`config.mk`:
```
export PLATFORM = sky130hd
export DESIGN_NAME = regfile_write_queue
export DESIGN_NICKNAME = d
export VERILOG_FILES = /design/src/rtl/regfile_write_queue.sv
export SDC_FILE = /design/constraint.sdc
export NUM_CORES = 1
export LEC_CHECK = 0
export ABC_AREA = 1
export CAP_MARGIN = 20
export CORE_MARGIN = 2
export CORE_UTILIZATION = 45
export DETAILED_ROUTE_END_ITERATION = 12
export MAX_ROUTING_LAYER = met4
export PLACE_DENSITY = 0.76
export SLEW_MARGIN = 20
export SYNTH_ARGS = -nofsm -noshare
export SYNTH_HDL_FRONTEND = slang
export SYNTH_SLANG_ARGS = --single-unit
```
`constraint.sdc`:
```
create_clock -name clk -period 2.65 [get_ports clk]
set_input_delay 0.3975 -clock clk [delete_from_list [all_inputs] [get_ports clk]]
set_output_delay 0.3975 -clock clk [all_outputs]
set_load 0.005 [all_outputs]
```
`src/rtl/regfile_write_queue.sv`:
```
// Write-side staging FIFO for the register file: queues (addr, data) writes, drains
// one per cycle as a registered one-hot active-low strobe, and offers a pending-write lookup.
module regfile_write_queue #(
    parameter int DEPTH = 4,
    parameter int AW    = 3,
    parameter int DW    = 16
) (
    input  logic                       clk,
    input  logic                       reset,
    input  logic                       in_valid,
    output logic                       in_ready,
    input  logic [AW-1:0]              in_addr,
    input  logic [DW-1:0]              in_data,
    input  logic                       rf_stall,
    output logic [(1<<AW)-1:0]         rf_write_n,
    output logic [DW-1:0]              rf_data,
    input  logic [AW-1:0]              chk_addr,
    output logic                       chk_hit,
    output logic [DW-1:0]              chk_data,
    output logic [$clog2(DEPTH):0]     count,
    output logic                       empty
);

    localparam int PW = $clog2(DEPTH);
    localparam int CW = PW + 1;
    localparam int NR = 1 << AW;

    logic [AW-1:0] mem_addr_r [DEPTH];
    logic [DW-1:0] mem_data_r [DEPTH];
    logic [PW-1:0] head_r;
    logic [PW-1:0] tail_r;
    logic [CW-1:0] count_r;
    logic [AW-1:0] out_addr_r;
    logic [NR-1:0] rf_write_n_r;
    logic [DW-1:0] rf_data_r;

    logic          push_s;
    logic          pop_s;
    logic          hit_s;
    logic [DW-1:0] hit_data_s;
    logic [PW-1:0] idx_s;
    logic          match_s;

    function automatic logic [NR-1:0] strobe_n(input logic [AW-1:0] a);
        logic [NR-1:0] s;
        s    = {NR{1'b1}};
        s[a] = 1'b0;
        return s;
    endfunction

    // Full check uses the registered count only, so a same-cycle pop never opens a slot.
    assign in_ready = (count_r < CW'(DEPTH)) && !reset;
    assign push_s   = in_valid && in_ready;
    assign pop_s    = (count_r != {CW{1'b0}}) && !rf_stall;

    assign rf_write_n = rf_write_n_r;
    assign rf_data    = rf_data_r;
    assign count      = count_r;
    assign empty      = (count_r == {CW{1'b0}});
    assign chk_hit    = hit_s;
    assign chk_data   = hit_data_s;

    // Entry storage; contents are don't-care until counted as occupied.
    always_ff @(posedge clk) begin
        if (push_s) begin
            mem_addr_r[tail_r] <= in_addr;
            mem_data_r[tail_r] <= in_data;
        end
    end

    // Pointers, occupancy and the registered output stage.
    always_ff @(posedge clk) begin
        if (reset) begin
            head_r       <= {PW{1'b0}};
            tail_r       <= {PW{1'b0}};
            count_r      <= {CW{1'b0}};
            out_addr_r   <= {AW{1'b0}};
            rf_write_n_r <= {NR{1'b1}};
            rf_data_r    <= {DW{1'b0}};
        end else begin
            if (push_s) begin
                tail_r <= tail_r + PW'(1);
            end
            case ({push_s, pop_s})
                2'b10:   count_r <= count_r + CW'(1);
                2'b01:   count_r <= count_r - CW'(1);
                default: count_r <= count_r;
            endcase
            if (pop_s) begin
                head_r       <= head_r + PW'(1);
                out_addr_r   <= mem_addr_r[head_r];
                rf_write_n_r <= strobe_n(mem_addr_r[head_r]);
                rf_data_r    <= mem_data_r[head_r];
            end else begin
                rf_write_n_r <= {NR{1'b1}};
            end
        end
    end

    // Lookup: output stage first, then oldest to youngest queued entry, so the youngest wins.
    always_comb begin
        hit_s      = (rf_write_n_r != {NR{1'b1}}) && (out_addr_r == chk_addr);
        hit_data_s = hit_s ? rf_data_r : {DW{1'b0}};
        idx_s      = head_r;
        match_s    = 1'b0;
        for (int i = 0; i < DEPTH; i++) begin
            idx_s      = head_r + PW'(i);
            match_s    = (CW'(i) < count_r) && (mem_addr_r[idx_s] == chk_addr);
            hit_s      = hit_s | match_s;
            hit_data_s = match_s ? mem_data_r[idx_s] : hit_data_s;
        end
    end

endmodule

```
==> results.md <==
* Run status: finished with violations
* Failing checks: setup timing
* Avg Cell Area, Syn at 7.24 um2
* Final Hold Viols at 0
* # IOs at 72
* Leakage power at 0.00396 uW
* Setup crit end kind: output pin
* Drc violations at 0
* Post-DP HPWL at 13.5 mm
* Critical path data arrival time at 2.36 ns
* Initial core utilization at 46.0%
* Crit-path cells: buf_6 -> nand2_8 -> nor2_4 -> a21oi_4 -> nand2_1 -> nand2_1 -> nand2_2 -> nor2_4 -> buf_6 -> clkbuf_16 -> nand3_2 -> nand2_1 -> inv_1 -> nand2_1 -> nand2_1 -> buf_2
* CP startpoint kind: flop
* DR iter-0 viols at 869
* Cts bufs inserted at 9
* RSZ-0062 raised after global routing: yes
* Clk_lat worst skew at 0.37 ns
* Finished Layout Cells at 1253
* Fin worst setup slack at -0.105 ns
* Reg2reg start: count[0]
* Gate count of the mapped netlist at 963
* Register area share after synthesis at 43.1%
* MaxCap Viol Count at 0
* PwrDens at 929 mW/mm2
* Hold bufs inserted after CTS at 0
* CTS tree: done
* Maximum root-to-sink buffer count at 2
* Synthesized net count at 998
* Flop2flop setup slack at 0.43 ns
* Reg2Reg Depth at 11
* Die area at 0.0165 mm2
* Overall power at 8280 uW
* Setup CP Type: reg2out
* Final Hold Slack at 0.500 ns
* Drt first pass iters at 8
* Synthesis warning total at 0
* CTS Sinks at 112
* Worst Hold Launch: out_addr_r[2]
* Slew headroom at 51.9%
* GRT Total Usage at 24.2%
* Worst hold path class: reg2reg
* DRT Wirelength at 20.2 mm
* Clock transition at path regs at 0.08 ns
* Area growth syn-to-layout at 27.8%
* Fin nets at 1095
* Filler instances at 1258
* Yosys cell types at 32
* Placed cell area at 0.00807 mm2
* Vias in the first global route at 5898
* Flop and latch count out of synthesis at 112
* Core Box Area at 0.0151 mm2
* Worst Hold Path EP: out_addr_r[2]
* Clk root buf: clkbuf_16
* Antenna viol nets, final at 0
* Crit path top cell by count: nand2_1
* Global-route wire length before repair at 30.2 mm
* Slowest cell on the critical path: dfxtp_4
* Row Count at 45
* H-Tree Depth at 3
* Via count at 6827
* Worst-margin pin slew at 0.721 ns
* Fin crit period at 2.76 ns
* Share of layout cells above drive strength 1 at 16.2%
* Initial antenna violation count at 0
* Max stage delay on crit path at 0.41 ns
* Die Width at 128 um
* Number of port buffers at 71
* DR vias/cell at 5.45
* Number of setup violations in the final report at 11
* Max Clock Freq at 363 MHz
* Largest net degree at the start of global routing at 45
* Fin area at 0.00891 mm2
* Setup Skew at 0.0119 ns
* Worst R2R End: rf_write_n[6]
* Slew Viols, Final at 0
* Die Height at 128 um
* Mapped cell area at 0.00697 mm2
* Maximum VDD drop at 0.000421 V
* Antenna fix cells at 0
* Remaining global-route overflow at 0
* GP Congestion at 0.961
* Placed cell count at 1216
* Routed WL per cell at 16.1 um
* Hold path cells at 2
* Final Cycle Share at 104%
* Crit-path max FO at 8
* Worst Path Required at 2.25 ns
-- critical path, delay by kind of cell (launching register included) --
| kind | cells | cell delay [ns] |
|---|---|---|
| compound gates | 1 | 0.14 |
| flops | 1 | 0.41 |
| buf+inv | 5 | 0.64 |
| simple gates | 10 | 0.78 |
-- cells by family (layout without fill, tap and decap cells) --
family / Yosys count / count (layout) / share of synthesized area [%]
fa+ha+maj: 9 / 9 / 1.62
simple gates: 409 / 412 / 25.1
xor+xnor: 3 / 3 / 0.377
buf+inv: 207 / 306 / 12.4
compound gates: 223 / 223 / 17.4
flops: 112 / 112 / 43.1
-- sequential cells by signal, indices dropped and copies added, names as in the netlist, named ones only --
| signal | count |
|---|---|
| tail_r | 2 |
| out_addr_r | 3 |
| rf_write_n | 8 |
| head_r | 2 |
| mem_addr_r | 12 |
| mem_data_r | 64 |
| rf_data | 16 |
| count | 3 |
-- synthesized netlist by cell type (all sizes together) --
| cell type | number | share of area [%] |
|---|---|---|
| nand2 | 273 | 16 |
| inv | 157 | 8.5 |
| o21ai | 118 | 8.6 |
| nand3 | 84 | 6.1 |
| edfxtp | 76 | 33 |
| o22ai | 54 | 4.8 |
| nor2 | 47 | 3.0 |
| a21oi | 45 | 3.3 |
| dfxtp | 36 | 10 |
| clkbuf | 27 | 1.5 |
| buf | 23 | 2.5 |
| ha | 9 | 1.6 |
| nand4 | 3 | 0.27 |
| a211oi | 2 | 0.22 |
| o21bai | 2 | 0.22 |
| or2 | 2 | 0.18 |
| xor2 | 2 | 0.25 |
| a21boi | 1 | 0.11 |
| o21a | 1 | 0.11 |
| xnor2 | 1 | 0.13 |
-- worst max-delay path by stage --
stage                start           to  slack, ns  depth (start not counted)
2_1_floorplan    head_r[0]  chk_data[5]       0.60                         16
3_3_place_gp   chk_addr[1]  chk_data[5]      -0.22                         12
3_5_place_dp   chk_addr[1]  chk_data[5]      -0.26                         12
4_1_cts          head_r[0]  chk_data[5]      -0.05                         17
5_1_grt          head_r[0]  chk_data[1]      -0.20                         15
6_report         head_r[0]  chk_data[1]      -0.11                         16
-- layout by cell type (no fill, tap or decap), types with 5 or more instances in the layout --
cell / Yosys / layout
nand3_1: 83 / 67
edfxtp_1: 76 / 76
o21ai_0: 114 / 109
inv_2: 4 / 5
buf_2: 7 / 11
nor2_4: 4 / 7
nand3_2: 1 / 17
nand2_2: 8 / 19
buf_12: 0 / 13
clkbuf_16: 0 / 11
nand2_1: 260 / 243
o22ai_1: 54 / 54
inv_6: 0 / 5
nor2_1: 41 / 38
buf_6: 8 / 13
ha_1: 9 / 9
nand2_4: 5 / 10
buf_4: 5 / 34
o21ai_1: 2 / 7
dfxtp_1: 36 / 33
inv_1: 153 / 150
clkdlybuf4s50_1: 0 / 53
a21oi_1: 43 / 39
-- cell type report --
| class | instances | area (um2) | area share (%) |
|---|---|---|---|
| Tap cell | 188 | 235 | 2.64 |
| Clock inverter | 7 | 85.1 | 0.955 |
| Inverter | 157 | 597 | 6.70 |
| Timing Repair Buffer | 133 | 1370 | 15.4 |
| Sequential cell | 112 | 3010 | 33.8 |
| Clock buffer | 9 | 225 | 2.53 |
| Multi-Input combinational cell | 647 | 3380 | 38.0 |
-- per-layer routing --
layer / global-route usage [%] / vias up / wire [um]
met3: 3.37 / 35 / 1820
met2: 35.3 / 358 / 8920
li1: - / 3354 / -
met5: - / - / 0
met1: 35.1 / 3080 / 8960
met4: 7.30 / 0 / 454
-- report_power, final --
part / internal, uW / switching (uW) / total, uW
logic: 1880 / 2790 / 4670
clock network: 752 / 677 / 1430
registers: 2050 / 139 / 2190
total: 4680 / 3600 / 8280
-- what timing repair did --
item | 4_1_cts | 5_1_grt
setup buffers | 8 | 7
resized for setup | 105 | 60
gates cloned | 2 | 5
endpoints found under the hold margin | 0 | 0
endpoints found under the setup margin | 17 | 17
pin swaps | 12 | 33
-- per-stage QoR --
step / setup slack, ns / TNS (ns) / utilization, %
2_1_floorplan: 0.605 / 0 / -
3_3_place_gp: -0.218 / -3.11 / 53.3
3_5_place_dp: -0.262 / -3.70 / 53.3
4_1_cts: -0.0455 / -0.123 / 56.9
5_1_grt: -0.201 / -2.07 / 58.8
6_report: -0.105 / -0.447 / 58.8
Power figures use the tool's default switching activity.
